File: src/rtl/filter_pkg.sv
// Shared definitions for the filter frame sequencer: sequencer state
// encoding, default image geometry and width-derivation helpers.
package filter_pkg;

    localparam int unsigned DEF_DATA_WIDTH  = 8;
    localparam int unsigned DEF_WIDTH_IMAG  = 4;
    localparam int unsigned DEF_HEIGHT_IMAG = 4;
    localparam int unsigned DEF_HBLANK      = 2;
    localparam int unsigned DEF_VBLANK      = 2;
    localparam int unsigned DEF_TIMEOUT     = 64;

    typedef enum logic [2:0] {
        IDLE  = 3'd0,
        VLEAD = 3'd1,
        ROW   = 3'd2,
        HGAP  = 3'd3,
        FLUSH = 3'd4
    } seq_state_t;

    // Pixels per frame
    function automatic int unsigned calc_npix(input int unsigned w, input int unsigned h);
        return w * h;
    endfunction

    // Linear pixel address width (at least one bit)
    function automatic int unsigned calc_addr_w(input int unsigned w, input int unsigned h);
        return (w * h > 1) ? $clog2(w * h) : 1;
    endfunction

    // Width of a counter that must hold values 0..max_val
    function automatic int unsigned cnt_w(input int unsigned max_val);
        return (max_val > 0) ? $clog2(max_val + 1) : 1;
    endfunction

endpackage

File: src/rtl/frame_result_writer.sv
// Collects filter results into the destination RAM.
// Ports: clk/rst, clear (new frame), busy (frame active), i_wr_file/i_data_out
// (filter results), wr_en/wr_addr/wr_data (destination RAM, combinational),
// done (registered pulse after the last write), last_write_c/frame_full_c
// (completion status for the sequencer), overflow_c (only with
// FRAME_SEQ_ERR_CHK_EN: result arrived with the frame already full).
module frame_result_writer
    import filter_pkg::*;
#(
    parameter int unsigned DATA_WIDTH = DEF_DATA_WIDTH,
    parameter int unsigned NPIX       = DEF_WIDTH_IMAG * DEF_HEIGHT_IMAG,
    parameter int unsigned ADDR_W     = calc_addr_w(DEF_WIDTH_IMAG, DEF_HEIGHT_IMAG)
) (
    input  logic                  clk,
    input  logic                  rst,
    input  logic                  clear,
    input  logic                  busy,
    input  logic                  i_wr_file,
    input  logic [DATA_WIDTH-1:0] i_data_out,
    output logic                  wr_en,
    output logic [ADDR_W-1:0]     wr_addr,
    output logic [DATA_WIDTH-1:0] wr_data,
    output logic                  done,
    output logic                  last_write_c,
`ifdef FRAME_SEQ_ERR_CHK_EN
    output logic                  overflow_c,
`endif
    output logic                  frame_full_c
);

    localparam int unsigned WCNT_W = cnt_w(NPIX);

    logic [WCNT_W-1:0] wcount;

    // Results are accepted only inside a frame and only until the frame is full
    assign frame_full_c = (wcount == WCNT_W'(NPIX));
    assign wr_en        = busy && i_wr_file && !frame_full_c;
    assign last_write_c = wr_en && (wcount == WCNT_W'(NPIX - 1));
    assign wr_addr      = ADDR_W'(wcount);
    assign wr_data      = i_data_out;
`ifdef FRAME_SEQ_ERR_CHK_EN
    assign overflow_c   = busy && i_wr_file && frame_full_c;
`endif

    // Write counter and completion pulse
    always_ff @(posedge clk or posedge rst) begin
        if (rst) begin
            wcount <= '0;
            done   <= 1'b0;
        end else begin
            done <= last_write_c;
            if (clear)
                wcount <= '0;
            else if (wr_en)
                wcount <= wcount + WCNT_W'(1);
        end
    end

endmodule

File: src/rtl/filter_frame_sequencer.sv
// Frame sequencer in front of the 3x3 filter: reads a source frame from a
// 1-cycle-latency RAM, frames it with o_hav/o_vav for the filter, and writes
// the filter results to a destination RAM, pulsing done on completion.
// Ports: clk, rst (async, active-high), start, busy, done, rd_en/rd_addr/
// rd_data (source RAM), o_hav/o_vav/o_data (filter input), i_wr_file/
// i_data_out (filter output), wr_en/wr_addr/wr_data (destination RAM),
// err (sticky, only when FRAME_SEQ_ERR_CHK_EN is defined).
// Optional feature macro: FRAME_SEQ_ERR_CHK_EN (FLUSH watchdog + overflow flag).
module filter_frame_sequencer
    import filter_pkg::*;
#(
    parameter int unsigned DATA_WIDTH  = DEF_DATA_WIDTH,
    parameter int unsigned WIDTH_IMAG  = DEF_WIDTH_IMAG,
    parameter int unsigned HEIGHT_IMAG = DEF_HEIGHT_IMAG,
    parameter int unsigned HBLANK      = DEF_HBLANK,
    parameter int unsigned VBLANK      = DEF_VBLANK
`ifdef FRAME_SEQ_ERR_CHK_EN
    ,
    parameter int unsigned TIMEOUT     = DEF_TIMEOUT
`endif
) (
    input  logic                                         clk,
    input  logic                                         rst,
    input  logic                                         start,
    output logic                                         busy,
    output logic                                         done,
    output logic                                         rd_en,
    output logic [calc_addr_w(WIDTH_IMAG, HEIGHT_IMAG)-1:0] rd_addr,
    input  logic [DATA_WIDTH-1:0]                        rd_data,
    output logic                                         o_hav,
    output logic                                         o_vav,
    output logic [DATA_WIDTH-1:0]                        o_data,
    input  logic                                         i_wr_file,
    input  logic [DATA_WIDTH-1:0]                        i_data_out,
    output logic                                         wr_en,
    output logic [calc_addr_w(WIDTH_IMAG, HEIGHT_IMAG)-1:0] wr_addr,
`ifdef FRAME_SEQ_ERR_CHK_EN
    output logic                                         err,
`endif
    output logic [DATA_WIDTH-1:0]                        wr_data
);

    localparam int unsigned ADDR_W = calc_addr_w(WIDTH_IMAG, HEIGHT_IMAG);
    localparam int unsigned NPIX   = calc_npix(WIDTH_IMAG, HEIGHT_IMAG);
    localparam int unsigned COL_W  = cnt_w(WIDTH_IMAG - 1);
    localparam int unsigned ROW_W  = cnt_w(HEIGHT_IMAG - 1);
    localparam int unsigned BLK_W  = cnt_w((VBLANK > HBLANK) ? VBLANK : HBLANK);
`ifdef FRAME_SEQ_ERR_CHK_EN
    localparam int unsigned TMO_W  = cnt_w(TIMEOUT);
`endif

    seq_state_t        state, state_nxt;
    logic [COL_W-1:0]  col, col_nxt;
    logic [ROW_W-1:0]  row, row_nxt;
    logic [BLK_W-1:0]  blk, blk_nxt;
    logic              start_acc_c;
    logic              last_write_c;
    logic              frame_full_c;
`ifdef FRAME_SEQ_ERR_CHK_EN
    logic [TMO_W-1:0]  tcnt, tcnt_nxt;
    logic              timeout_c;
    logic              overflow_c;
`endif

    assign o_data = rd_data;

    // State and counter registers
    always_ff @(posedge clk or posedge rst) begin
        if (rst) begin
            state <= IDLE;
            col   <= '0;
            row   <= '0;
            blk   <= '0;
`ifdef FRAME_SEQ_ERR_CHK_EN
            tcnt  <= '0;
`endif
        end else begin
            state <= state_nxt;
            col   <= col_nxt;
            row   <= row_nxt;
            blk   <= blk_nxt;
`ifdef FRAME_SEQ_ERR_CHK_EN
            tcnt  <= tcnt_nxt;
`endif
        end
    end

    // Next-state and counter logic
    always_comb begin
        state_nxt   = state;
        col_nxt     = col;
        row_nxt     = row;
        blk_nxt     = blk;
        start_acc_c = 1'b0;
`ifdef FRAME_SEQ_ERR_CHK_EN
        timeout_c   = 1'b0;
        tcnt_nxt    = (state == FLUSH) ? tcnt + TMO_W'(1) : '0;
`endif
        case (state)
            IDLE: begin
                if (start) begin
                    state_nxt   = VLEAD;
                    start_acc_c = 1'b1;
                    col_nxt     = '0;
                    row_nxt     = '0;
                    blk_nxt     = '0;
                end
            end
            VLEAD: begin
                if (blk == BLK_W'(VBLANK - 1)) begin
                    state_nxt = ROW;
                    blk_nxt   = '0;
                end else begin
                    blk_nxt = blk + BLK_W'(1);
                end
            end
            ROW: begin
                if (col == COL_W'(WIDTH_IMAG - 1)) begin
                    col_nxt = '0;
                    if (row == ROW_W'(HEIGHT_IMAG - 1)) begin
                        state_nxt = FLUSH;
                    end else begin
                        row_nxt   = row + ROW_W'(1);
                        blk_nxt   = '0;
                        state_nxt = HGAP;
                    end
                end else begin
                    col_nxt = col + COL_W'(1);
                end
            end
            HGAP: begin
                if (blk == BLK_W'(HBLANK - 1)) begin
                    state_nxt = ROW;
                    blk_nxt   = '0;
                end else begin
                    blk_nxt = blk + BLK_W'(1);
                end
            end
            FLUSH: begin
                if (last_write_c || frame_full_c) begin
                    state_nxt = IDLE;
                end
`ifdef FRAME_SEQ_ERR_CHK_EN
                else if (tcnt == TMO_W'(TIMEOUT - 1)) begin
                    state_nxt = IDLE;
                    timeout_c = 1'b1;
                end
`endif
            end
            default: state_nxt = IDLE;
        endcase
    end

    // Registered outputs, aligned with the state they describe.
    // o_vav stays up through FLUSH only while the last row's o_hav is still high.
    always_ff @(posedge clk or posedge rst) begin
        if (rst) begin
            busy    <= 1'b0;
            rd_en   <= 1'b0;
            o_hav   <= 1'b0;
            o_vav   <= 1'b0;
            rd_addr <= '0;
        end else begin
            busy    <= (state_nxt != IDLE);
            rd_en   <= (state_nxt == ROW);
            o_hav   <= rd_en;
            o_vav   <= (state_nxt inside {VLEAD, ROW, HGAP}) ||
                       ((state_nxt == FLUSH) && rd_en);
            if (start_acc_c)
                rd_addr <= '0;
            else if (rd_en)
                rd_addr <= rd_addr + ADDR_W'(1);
        end
    end

`ifdef FRAME_SEQ_ERR_CHK_EN
    // Sticky error: FLUSH watchdog expiry or result beyond the frame
    always_ff @(posedge clk or posedge rst) begin
        if (rst)
            err <= 1'b0;
        else if (timeout_c || overflow_c)
            err <= 1'b1;
    end
`endif

    frame_result_writer #(
        .DATA_WIDTH (DATA_WIDTH),
        .NPIX       (NPIX),
        .ADDR_W     (ADDR_W)
    ) u_writer (
        .clk          (clk),
        .rst          (rst),
        .clear        (start_acc_c),
        .busy         (busy),
        .i_wr_file    (i_wr_file),
        .i_data_out   (i_data_out),
        .wr_en        (wr_en),
        .wr_addr      (wr_addr),
        .wr_data      (wr_data),
        .done         (done),
        .last_write_c (last_write_c),
`ifdef FRAME_SEQ_ERR_CHK_EN
        .overflow_c   (overflow_c),
`endif
        .frame_full_c (frame_full_c)
    );

endmodule
File: config.mk
export PLATFORM = sky130hd
export DESIGN_NAME = filter_frame_sequencer
export DESIGN_NICKNAME = d
export VERILOG_FILES = /design/src/rtl/filter_pkg.sv /design/src/rtl/frame_result_writer.sv /design/src/rtl/filter_frame_sequencer.sv
export SDC_FILE = /design/constraint.sdc
export NUM_CORES = 1
export LEC_CHECK = 0
export BUFFER_PORTS_ARGS = -buffer_cell sky130_fd_sc_hd__buf_2
export CORE_MARGIN = 1.5
export CORE_UTILIZATION = 30
export CTS_CLUSTER_SIZE = 20
export DETAILED_ROUTE_END_ITERATION = 16
export PLACE_DENSITY = 0.57
export RECOVER_POWER = 100
export REMOVE_ABC_BUFFERS = 1
export SYNTH_ARGS = -nofsm -noshare
export SYNTH_HDL_FRONTEND = slang
export SYNTH_SLANG_ARGS = --single-unit
File: constraint.sdc
create_clock -name clk -period 1.8 [get_ports clk]
set_input_delay 0.27 -clock clk [delete_from_list [all_inputs] [get_ports clk]]
set_output_delay 0.27 -clock clk [all_outputs]
set_load 0.02 [all_outputs]
==> impl.org <==
** Placed design
- Quantity of I/O buffers inserted on ports :: 17
- The HPWL after detailed placement is 1970 um.
- Summing all placed instances gives a cell area of 1300 um^2.
- Routability-driven placement finished with a final weighted congestion of 0.718.

** Critical path
- CP arrival :: 1410 ps
- For the worst setup path, the data required time is 1530 ps.
- STA classifies the critical path startpoint as a flop.
- The setup path with the least slack is of type reg2out.
- The worst setup path is captured at an output port.
- In this run the worst path has a maximum fanout of 4.

** Clocking
- Maximum root-to-sink buffer count :: 2
- Clock root buffer :: sky130_fd_sc_hd__clkbuf_8
- CTS Buf Count :: 3
- Worst-path clk slew :: 90 ps
- CTS built an H-tree with a depth of 1.
- The later pin in the worst-skew pair is clocked with a latency of 270 ps.
- Clock tree from TritonCTS :: built
- The clock drives 23 sinks.

** Synthesis
- Post-synthesis instance total :: 127
- Summed over all instances, the cell type with the most area after synthesis is sky130_fd_sc_hd__dfrtp_1.
- Mapped Area :: 1290 um^2
- The synthesized design contains 23 register bits.
- Synth top area cells :: sky130_fd_sc_hd__dfrtp_1 (44%), sky130_fd_sc_hd__buf_4 (12%), sky130_fd_sc_hd__ha_1 (5.8%)
- Most instantiated cells after synthesis :: sky130_fd_sc_hd__dfrtp_1 (23), sky130_fd_sc_hd__buf_4 (20), sky130_fd_sc_hd__inv_1 (10), sky130_fd_sc_hd__nor2_1 (10)
- Of the total synthesized cell area, the portion taken by full adders, half adders and majority gates is 0.0580.
- Area share of xor/xnor cells in the synthesized design :: 0.0203
- Combinational family with the most area after synthesis :: simple AND/OR/NAND/NOR gates
- Number of synthesized flops with an enable pin :: 0
- Averaged over all synthesized cells, the footprint is 10.2 um^2.
- Portion of the post-synthesis area used by sequential elements :: 0.445
- For this run, the leading register cell type out of synthesis is sky130_fd_sc_hd__dfrtp_1.
- Multiplexer share of the synthesized area :: 0.0232
- The Yosys step of the flow raised 0 warnings.
- Most common cell in the netlist :: sky130_fd_sc_hd__dfrtp_1
- For this run, asynchronously set or reset flops after synthesis account for 1.00.
- The share of synthesized area in the top cell type comes to 0.445.
- The compound-gate portion of the synthesized area came to 0.113.
- Number of different library cells in the post-synthesis netlist :: 35
- Post-synthesis simple-gate area fraction :: 0.185

** Layout
- Fill cell count :: 442
- In the final layout, the share of cells above drive strength 1 is 0.131.
- From synthesis to final layout, the design area changed by 2.80%.
- Summing all flip-flop and latch instances after layout gives 576 um^2.
- Number of nets in the layout :: 157
- Area of the multi-input gates :: 512 um^2
- The repair_antennas step left the layout with diodes totalling 0.
- With fillers left out, the area of the finished cells amounts to 1330 um^2.

** Routing
- Routed wirelength normalized by instance count :: 14.5 um
- DR vias :: 893
- Detailed route wirelength on metal2 :: 1230 um
- Detailed Routing Iterations Pass 1 :: 4
- The detailed router put a total of 1160 um of wire on met1.
- The routed design has 2610 um of wire.
- Post-detailed-route via-to-cell ratio :: 4.96
- In the detailed route, the total length drawn on met3 is 223 um.
- The first routing iteration left 46 violations.
- After detailed routing, the number of remaining DRC violations is 0.
- In this run the remaining antenna-violating nets after routing total 0.
- Routed signal wires occupy layers up through met3.

** Floorplanning
- The initial utilization of the core area, before any placement, comes to 0.317.
- Row count :: 23
- The die is 68.7 um wide.
- I/O pin count :: 50
- The floorplan step defined a core boundary enclosing 4090 um^2.
- From bottom edge to top edge, the die measures 68.7 um.
- Die Outline Area :: 4720 um^2

** Timing
- Setup violations remaining at the end of the flow were counted as 0.
- RSZ-0062 raised after global routing :: false
- Total negative slack :: 0 ps
- Clk_skew :: 5.06 ps
- Worst Tran Pin Value :: 1310 ps
- Final hold violation count :: 0
- Time the worst path needs with I/O delays and setup :: 1680 ps
- Slew margin rel. :: 0.128
- The total count of max-transition violations in the final report is 0.
- Final-layout worst hold slack :: 411 ps
- Of the available clock period, the critical path in the final layout requires 0.933.
- Based on the critical path, the design can be clocked at up to 596 MHz.

** Global route
- The initial antenna violation count is 0.
- Entering global routing, the biggest net connects 24 pins.
- Wire length of the first global-routing pass :: 4530 um
- Number of global-route vias before repair :: 986
- Summed over all layers, the global routing overflow is 0.
- Across every metal layer, demand over resource in global routing totals 0.130.

** Power
- Pwr Density :: 1540 nW/um^2
- Worst supply voltage drop on vdd :: 0.000506 V
- The analysis attributes to cell leakage a power of 0.617 nW.

** Run
- Max-cap violations in this run came to 0.

** Status
- The run finished with clean final reports.

** Min path
- The path class of the tightest hold or removal check is in2async.
-- final timing paths --
path	from	endpoint	slack, ps	depth (start not counted)
worst max register to register	u_writer.wcount[0]	u_writer.wcount[2]	150	6
worst min register to register	col[1]	col[1]	500	1
worst max-delay path	u_writer.wcount[0]	wr_en	120	5
min in group clk	i_wr_file	state[2]	410	4
worst min-delay path	rst	blk[1]	410	3
max in group asynchronous	rst	state[0]	610	3
-- timing repair --
action / in CTS / in global routing
cloned: 0 / 0
hold buffers: 0 / 0
setup endpoints to repair: 1 / 2
resized for setup: 2 / 3
setup buffers: 1 / 1
-- cell usage in the layout (no fill, tap or decap), drive strengths merged, types with 3 or more instances in the layout --
| cell | n |
|---|---|
| dfrtp | 23 |
| nand3 | 4 |
| o21ai | 6 |
| inv | 11 |
| nand2 | 6 |
| clkbuf | 17 |
| nor2 | 10 |
| mux2i | 3 |
| buf | 7 |
| ha | 6 |
| a21oi | 3 |
| nand2b | 4 |
-- metal layers --
layer	vias up	track usage
met5	-	0.0375
met4	0	0.0300
met3	0	0.0698
met2	32	0.203
met1	436	0.153
li1	425	-
-- critical path, cell delays in order (launching register included) --
cell and delay (ps):
sky130_fd_sc_hd__dfrtp_1 420, sky130_fd_sc_hd__inv_2 70, sky130_fd_sc_hd__ha_1 170, sky130_fd_sc_hd__nor4bb_4 240, sky130_fd_sc_hd__nor2_2 80, sky130_fd_sc_hd__buf_2 160
-- state kept, by name (all words and copies together) (netlist names) --
signal,count
blk,2
state,3
rd_addr,4
u_writer.done,1
u_writer.wcount,5
o_hav,1
rd_en,1
row,2
busy,1
col,2
o_vav,1
-- cells by family after synthesis --
logic type / Yosys count
compound gates: 19
flops: 23
xor+xnor: 3
buf+inv: 33
simple gates: 40
fa+ha+maj: 6
mux: 3
-- metrics by stage --
step	total power [mW]	std cells	setup WS [ps]	util
finish	2.05	180	121	0.325
global route	2.24	180	13.5	0.325
CTS	2.14	179	7.21	0.334
detailed placement	1.74	174	98.9	0.317
global placement	1.69	174	219	0.317
floorplan	1.47	105	213	-
-- where the power goes --
| group | internal (mW) | total [mW] | switching, mW |
|---|---|---|---|
| sequential | 0.682 | 0.873 | 0.190 |
| combinational | 0.363 | 0.853 | 0.490 |
| clock | 0.155 | 0.328 | 0.173 |
| total | 1.20 | 2.05 | 0.854 |
-- final cells by class --
cell class | count | area share
clock buffers | 3 | 0.0310
well taps | 50 | 0.0470
repair buffers | 21 | 0.0696
flip-flops and latches | 23 | 0.433
inverters | 11 | 0.0310
clock inverters | 1 | 0.00376
multi-input cells | 71 | 0.385
Power figures use the tool's default switching activity.
